==> src/rtl/id_operand_stage.sv <==
// Decode / operand-fetch stage: drives the register-file read addresses, forwards from EX/MEM
// and MEM/WB, detects load-use hazards and registers the resolved operands into ID/EX.
module id_operand_stage #(
  parameter int unsigned WIDTH = 64,
  parameter int unsigned ADDR  = 5,
  parameter int unsigned CNTW  = 32
) (
  input  logic             p_clk,
  input  logic             p_rst_l,
  input  logic             p_if_valid,
  input  logic [31:0]      p_if_instr,
  input  logic             p_flush,
  output logic             p_stall_out,
  output logic [ADDR-1:0]  p_readaddr1,
  output logic [ADDR-1:0]  p_readaddr2,
  input  logic [WIDTH-1:0] p_dout1,
  input  logic [WIDTH-1:0] p_dout2,
  input  logic             p_mem_we,
  input  logic [ADDR-1:0]  p_mem_dst,
  input  logic [WIDTH-1:0] p_mem_result,
  input  logic             p_wb_we,
  input  logic [ADDR-1:0]  p_wb_dst,
  input  logic [WIDTH-1:0] p_wb_data,
  output logic             p_ex_valid,
  output logic [WIDTH-1:0] p_ex_op1,
  output logic [WIDTH-1:0] p_ex_op2,
  output logic [WIDTH-1:0] p_ex_imm,
  output logic [ADDR-1:0]  p_ex_dst,
  output logic             p_ex_we,
  output logic             p_ex_load,
  output logic [5:0]       p_ex_opcode,
  output logic [5:0]       p_ex_funct,
  output logic [CNTW-1:0]  p_stall_cnt
);

  localparam logic [5:0] OpRType = 6'h00;
  localparam logic [5:0] OpAddi  = 6'h08;
  localparam logic [5:0] OpDaddi = 6'h18;
  localparam logic [5:0] OpLw    = 6'h23;
  localparam logic [5:0] OpLd    = 6'h37;

  logic             ex_valid_q, ex_valid_d;
  logic [WIDTH-1:0] ex_op1_q, ex_op1_d;
  logic [WIDTH-1:0] ex_op2_q, ex_op2_d;
  logic [WIDTH-1:0] ex_imm_q, ex_imm_d;
  logic [ADDR-1:0]  ex_dst_q, ex_dst_d;
  logic             ex_we_q, ex_we_d;
  logic             ex_load_q, ex_load_d;
  logic [5:0]       ex_opcode_q, ex_opcode_d;
  logic [5:0]       ex_funct_q, ex_funct_d;
  logic [CNTW-1:0]  stall_cnt_q, stall_cnt_d;

  logic [5:0]       opcode;
  logic [ADDR-1:0]  rs, rt, rd;
  logic             dec_we, dec_load, hazard, stall;
  logic [WIDTH-1:0] fwd1, fwd2;

  always_comb begin
    opcode = p_if_instr[31:26];
    rs     = ADDR'(p_if_instr[25:21]);
    rt     = ADDR'(p_if_instr[20:16]);
    rd     = ADDR'(p_if_instr[15:11]);
    dec_we = (opcode == OpRType) || (opcode == OpAddi) || (opcode == OpDaddi) ||
             (opcode == OpLw) || (opcode == OpLd);
    dec_load = (opcode == OpLw) || (opcode == OpLd);
  end

  assign p_readaddr1 = rs;
  assign p_readaddr2 = rt;

  // EX/MEM beats MEM/WB; MEM/WB also covers the register file being written this same cycle.
  always_comb begin
    fwd1 = p_dout1;
    if (rs == '0)                         fwd1 = '0;
    else if (p_mem_we && p_mem_dst == rs) fwd1 = p_mem_result;
    else if (p_wb_we && p_wb_dst == rs)   fwd1 = p_wb_data;

    fwd2 = p_dout2;
    if (rt == '0)                         fwd2 = '0;
    else if (p_mem_we && p_mem_dst == rt) fwd2 = p_mem_result;
    else if (p_wb_we && p_wb_dst == rt)   fwd2 = p_wb_data;
  end

  // rt is compared even for formats that do not read it; a spurious stall is harmless.
  always_comb begin
    hazard = ex_valid_q && ex_load_q && (ex_dst_q != '0) && p_if_valid &&
             ((ex_dst_q == rs) || (ex_dst_q == rt));
    stall  = hazard && !p_flush;
  end

  assign p_stall_out = stall;

  always_comb begin
    ex_op1_d    = fwd1;
    ex_op2_d    = fwd2;
    ex_imm_d    = {{(WIDTH-16){p_if_instr[15]}}, p_if_instr[15:0]};
    ex_opcode_d = opcode;
    ex_funct_d  = p_if_instr[5:0];
    ex_dst_d    = dec_we ? ((opcode == OpRType) ? rd : rt) : '0;
    ex_we_d     = dec_we;
    ex_load_d   = dec_load;
    ex_valid_d  = 1'b1;
    if (p_flush || hazard || !p_if_valid) begin
      ex_valid_d = 1'b0;
      ex_we_d    = 1'b0;
      ex_load_d  = 1'b0;
    end

    stall_cnt_d = stall_cnt_q;
    if (stall && (stall_cnt_q != '1)) stall_cnt_d = stall_cnt_q + 1'b1;
  end

  always_ff @(posedge p_clk) begin
    if (!p_rst_l) begin
      ex_valid_q  <= 1'b0;
      ex_op1_q    <= '0;
      ex_op2_q    <= '0;
      ex_imm_q    <= '0;
      ex_dst_q    <= '0;
      ex_we_q     <= 1'b0;
      ex_load_q   <= 1'b0;
      ex_opcode_q <= '0;
      ex_funct_q  <= '0;
      stall_cnt_q <= '0;
    end else begin
      ex_valid_q  <= ex_valid_d;
      ex_op1_q    <= ex_op1_d;
      ex_op2_q    <= ex_op2_d;
      ex_imm_q    <= ex_imm_d;
      ex_dst_q    <= ex_dst_d;
      ex_we_q     <= ex_we_d;
      ex_load_q   <= ex_load_d;
      ex_opcode_q <= ex_opcode_d;
      ex_funct_q  <= ex_funct_d;
      stall_cnt_q <= stall_cnt_d;
    end
  end

  assign p_ex_valid  = ex_valid_q;
  assign p_ex_op1    = ex_op1_q;
  assign p_ex_op2    = ex_op2_q;
  assign p_ex_imm    = ex_imm_q;
  assign p_ex_dst    = ex_dst_q;
  assign p_ex_we     = ex_we_q;
  assign p_ex_load   = ex_load_q;
  assign p_ex_opcode = ex_opcode_q;
  assign p_ex_funct  = ex_funct_q;
  assign p_stall_cnt = stall_cnt_q;

endmodule

==> config.mk <==
export PLATFORM = sky130hd
export DESIGN_NAME = id_operand_stage
export DESIGN_NICKNAME = d
export VERILOG_FILES = /design/src/rtl/id_operand_stage.sv
export SDC_FILE = /design/constraint.sdc
export NUM_CORES = 1
export LEC_CHECK = 0
export ABC_CLOCK_PERIOD_IN_PS = 5800
export BUFFER_PORTS_ARGS = -buffer_cell sky130_fd_sc_hd__buf_4
export CAP_MARGIN = 20
export CORE_AREA = 4 4 215 217
export DETAILED_ROUTE_END_ITERATION = 10
export DIE_AREA = 0 0 219 221
export PLACE_DENSITY_LB_ADDON = 0.08
export REMOVE_ABC_BUFFERS = 1
export SLEW_MARGIN = 30
export SYNTH_ARGS = -nofsm -noshare
export SYNTH_HDL_FRONTEND = slang
export SYNTH_SLANG_ARGS = --single-unit
export TNS_END_PERCENT = 20
==> constraint.sdc <==
create_clock -name p_clk -period 5.8 [get_ports p_clk]
set_clock_uncertainty 0.15 [all_clocks]
set_input_delay 0.87 -clock p_clk [delete_from_list [all_inputs] [get_ports p_clk]]
set_output_delay 0.87 -clock p_clk [all_outputs]
set_load 0.005 [all_outputs]
==> run_summary.xml <==
<?xml version="1.0" encoding="UTF-8"?>
<metrics>
  <group name="run_status">
    <metric name="status" unit="">complete, no violations</metric>
  </group>
  <group name="layout">
    <metric name="area_of_combinational_cells_with_multiple_inputs" unit="µm²">4450</metric>
    <metric name="regArea" unit="µm²">3800</metric>
    <metric name="final_core_util" unit="%">31.4</metric>
    <metric name="post_route_cells_drive_above_1_share" unit="%">42.5</metric>
    <metric name="filler_cells_inserted" unit="">4791</metric>
    <metric name="areaGrowthSynthToFinish" unit="%">53.1</metric>
    <metric name="final_nets" unit="">1724</metric>
  </group>
  <group name="sta">
    <metric name="setup-violations-final" unit="">0</metric>
    <metric name="finalWorstPathRequiredPeriod" unit="ns">3.07</metric>
    <metric name="finalHoldViolations" unit="">0</metric>
    <metric name="slew_headroom" unit="%">35.9</metric>
    <metric name="finalMaxSlewViolations" unit="">0</metric>
    <metric name="worst-slew-pin-transition" unit="ns">0.962</metric>
    <metric name="achievable-frequency" unit="GHz">0.325</metric>
    <metric name="rsz0062_at_grt" unit="">false</metric>
    <metric name="post-route-period-util" unit="%">53.0</metric>
    <metric name="setup_tns_final" unit="ns">0</metric>
  </group>
  <group name="floorplanning">
    <metric name="fp.dieW" unit="µm">219</metric>
    <metric name="placeableCoreArea" unit="µm²">44100</metric>
    <metric name="start_util" unit="%">20.5</metric>
    <metric name="die_height" unit="µm">221</metric>
    <metric name="dieArea" unit="µm²">48400</metric>
    <metric name="site_rows" unit="">77</metric>
    <metric name="ioPinCount" unit="">559</metric>
  </group>
  <group name="setup_path">
    <metric name="timing.critical_path.buf_inv" unit="">1</metric>
    <metric name="cp_data_required_time" unit="ns">4.78</metric>
    <metric name="start_kind" unit="">flop</metric>
    <metric name="reg2reg_slack" unit="ns">2.93</metric>
    <metric name="timing_worst_setup_path_type" unit="">flop to output port</metric>
    <metric name="cpPeakStageDelay" unit="ns">0.39</metric>
    <metric name="cp.arrival" unit="ns">2.05</metric>
    <metric name="register_to_register_path_depth" unit="">7</metric>
    <metric name="cpMaxStageDelayCell" unit="">sky130_fd_sc_hd__or3_1</metric>
    <metric name="timing.critical_path.max_delay_family" unit="">simple AND/OR/NAND/NOR gates</metric>
    <metric name="timing.critical_path.to_type" unit="">output port</metric>
    <metric name="worstReg2RegStart" unit="">p_stall_cnt[0]</metric>
    <metric name="crit_path_max_fanout" unit="">4</metric>
    <metric name="reg2reg_end" unit="">p_stall_cnt[7]</metric>
    <metric name="cp_cell_sequence" unit="">or3_1, o311a_1, and3b_1, and2_1, buf_4</metric>
  </group>
  <group name="global_routing">
    <metric name="grt_pass1_wl" unit="mm">59.8</metric>
    <metric name="initial_antenna_violation_count" unit="">6</metric>
    <metric name="global_route.overflow_total" unit="">0</metric>
    <metric name="grt_most_used_layer" unit="">met2</metric>
    <metric name="gr-usage-met3" unit="%">8.56</metric>
    <metric name="global_route.usage.met2" unit="%">28.3</metric>
    <metric name="grt_use_met1" unit="%">17.9</metric>
    <metric name="grt_pass1_vias" unit="">8971</metric>
    <metric name="grt_start_max_net_pins" unit="">91</metric>
    <metric name="grt_util_all_layers" unit="%">16.8</metric>
  </group>
  <group name="placement">
    <metric name="port-buffer-count" unit="">558</metric>
    <metric name="finalWeightedCongestion" unit="">0.810</metric>
    <metric name="place_hpwl" unit="mm">32.3</metric>
  </group>
  <group name="clock_network">
    <metric name="cts-resized-gates" unit="">0</metric>
    <metric name="hold_buffers" unit="">0</metric>
    <metric name="htree_num_levels" unit="">4</metric>
    <metric name="ctsRootBufferMaster" unit="">sky130_fd_sc_hd__clkbuf_16</metric>
    <metric name="worstSkewPairLatency" unit="ns">0.48</metric>
    <metric name="clk_transition_reported_paths" unit="ns">0.07</metric>
    <metric name="numClockSinks" unit="">190</metric>
    <metric name="cts_made_buffers" unit="">17</metric>
    <metric name="cts_setup_buffers" unit="">0</metric>
    <metric name="clock_tree_from_tritoncts" unit="">yes</metric>
    <metric name="ctsLongestPathBuffers" unit="">2</metric>
  </group>
  <group name="drt">
    <metric name="detail_route.first_pass.iterations" unit="">4</metric>
    <metric name="detailroute.via_count" unit="">8756</metric>
    <metric name="detail_route.iter0.violations" unit="">458</metric>
    <metric name="route.detailed.vias_per_inst" unit="">4.32</metric>
    <metric name="route.detailed.drc" unit="">0</metric>
    <metric name="detail_route.wl_per_cell" unit="µm">20.6</metric>
    <metric name="drt-total-wl" unit="mm">41.9</metric>
    <metric name="antenna_violating_nets_post_route" unit="">0</metric>
  </group>
  <group name="yosys">
    <metric name="synth_edf_count" unit="">0</metric>
    <metric name="ys_async_sr_fraction" unit="%">0</metric>
    <metric name="synth_top_flop_cell" unit="">sky130_fd_sc_hd__dfxtp_1</metric>
    <metric name="ys_types" unit="">45</metric>
    <metric name="mappedNetlistArea" unit="µm²">9050</metric>
    <metric name="postSynthCellCount" unit="">966</metric>
    <metric name="postSynthAreaPerCell" unit="µm²">9.37</metric>
    <metric name="ys_seq_area_share" unit="%">42.0</metric>
    <metric name="synth.top_cells.by_count" unit="">sky130_fd_sc_hd__dfxtp_1, sky130_fd_sc_hd__mux2i_1, sky130_fd_sc_hd__nor2_1</metric>
    <metric name="post-synth-top-count-cell" unit="">sky130_fd_sc_hd__dfxtp_1</metric>
    <metric name="synth.yosys.warnings" unit="">0</metric>
    <metric name="postSynthRegisterBits" unit="">190</metric>
    <metric name="ys_top_cells_by_area" unit="">sky130_fd_sc_hd__dfxtp_1, sky130_fd_sc_hd__mux2i_1, sky130_fd_sc_hd__a211oi_1</metric>
    <metric name="synth_top_area_cell" unit="">sky130_fd_sc_hd__dfxtp_1</metric>
    <metric name="post-synth-top-area-fraction" unit="%">42.0</metric>
  </group>
  <group name="power_and_ir_drop">
    <metric name="p_per_area" unit="nW/µm²">224</metric>
    <metric name="vdd_drop_max" unit="mV">0.151</metric>
    <metric name="leakagePower" unit="nW">5.88</metric>
  </group>
  <group name="hold_path">
    <metric name="hold_start" unit="">p_stall_cnt[30]</metric>
    <metric name="hold-path-endpoint" unit="">p_stall_cnt[30]</metric>
    <metric name="holdCritPathClass" unit="">flop to flop</metric>
    <metric name="whs_path_depth" unit="">2</metric>
  </group>
  <group name="run">
    <metric name="drv_cap" unit="">0</metric>
  </group>
</metrics>
state kept, by name, summed over array words and instances, names as in the netlist:
register,flops
p_ex_imm,16
p_ex_op1,64
p_ex_dst,5
p_ex_valid,1
p_ex_op2,64
p_ex_load,1
p_stall_cnt,32
p_ex_opcode,6
p_ex_we,1
how the worst max path moves through the flow:
stage	to	from	slack [ns]	cells after the start
after detailed placement	p_ex_op2[26]	p_if_instr[18]	2.27	6
after floorplan	p_ex_op1[0]	p_if_instr[23]	1.36	5
final	p_stall_out	p_ex_dst[0]	2.73	5
after CTS	p_stall_out	p_ex_dst[0]	2.63	5
after global placement	p_ex_op2[26]	p_if_instr[18]	2.25	6
after global routing	p_stall_out	p_ex_dst[0]	2.58	5
metrics by stage:
stage	worst slack (ns)	area [µm²]	hold slack, ns	power, mW	std cells
floorplan	1.36	8220	0.298	1.57	832
global placement	2.25	13300	0.314	1.97	1992
detailed placement	2.27	13300	0.313	1.97	1992
CTS	2.63	13800	0.325	3.19	2024
global route	2.58	13900	0.341	3.27	2028
finish	2.73	13900	0.326	3.11	2028
routing by layer:
metal	routed length, µm	vias up	share of wire [%]
li1	-	4307	-
met1	15400	4068	37
met2	20900	333	50
met3	4500	44	11
met4	1050	4	2.5
met5	27	-	0.064
worst min-delay path, delay by kind of cell (launching register included):
family          cells  cell delay (ns)
buf+inv             1             0.05
flops               1             0.33
compound gates      1             0.05
cell usage in the layout, fill, tap and decap left out, drive strengths merged, types with 11 or more instances in the layout:
master	n
a211oi	128
a21boi	18
and2	26
buf	568
clkbuf	20
dfxtp	190
mux2i	140
nand2	26
nand3	18
nand4	11
nor2	139
o21ai	18
or3	16
xnor2	16
xor2	16
kinds of logic (layout without fill, tap and decap cells):
group           count (synthesis)  in the layout  synth area share (%)
buf+inv                       139            605                  9.40
compound gates                179            179                  14.4
flops                         190            190                  42.0
fa+ha+maj                       1              1                 0.138
simple gates                  285            285                  15.4
mux                           140            140                  15.5
xor+xnor                       32             32                  3.10
other cells                     0              4                     0
area by class of cell:
class	count	area share, %
Sequential cell	190	27.5
Tap cell	592	5.35
Multi-Input combinational cell	637	32.2
Inverter	5	0.135
Timing Repair Buffer	568	30.8
Clock buffer	20	3.22
Antenna cell	4	0.0723
Clock inverter	12	0.804
report_power, final:
| part | switching, mW | total (mW) | internal (mW) | leakage (nW) |
|---|---|---|---|---|
| combinational | 0.224 | 0.531 | 0.307 | 4.04 |
| sequential | 0.0213 | 1.39 | 1.37 | 1.57 |
| clock | 0.580 | 1.18 | 0.605 | 0.267 |
Note: power is estimated with default switching activity, not from simulation.
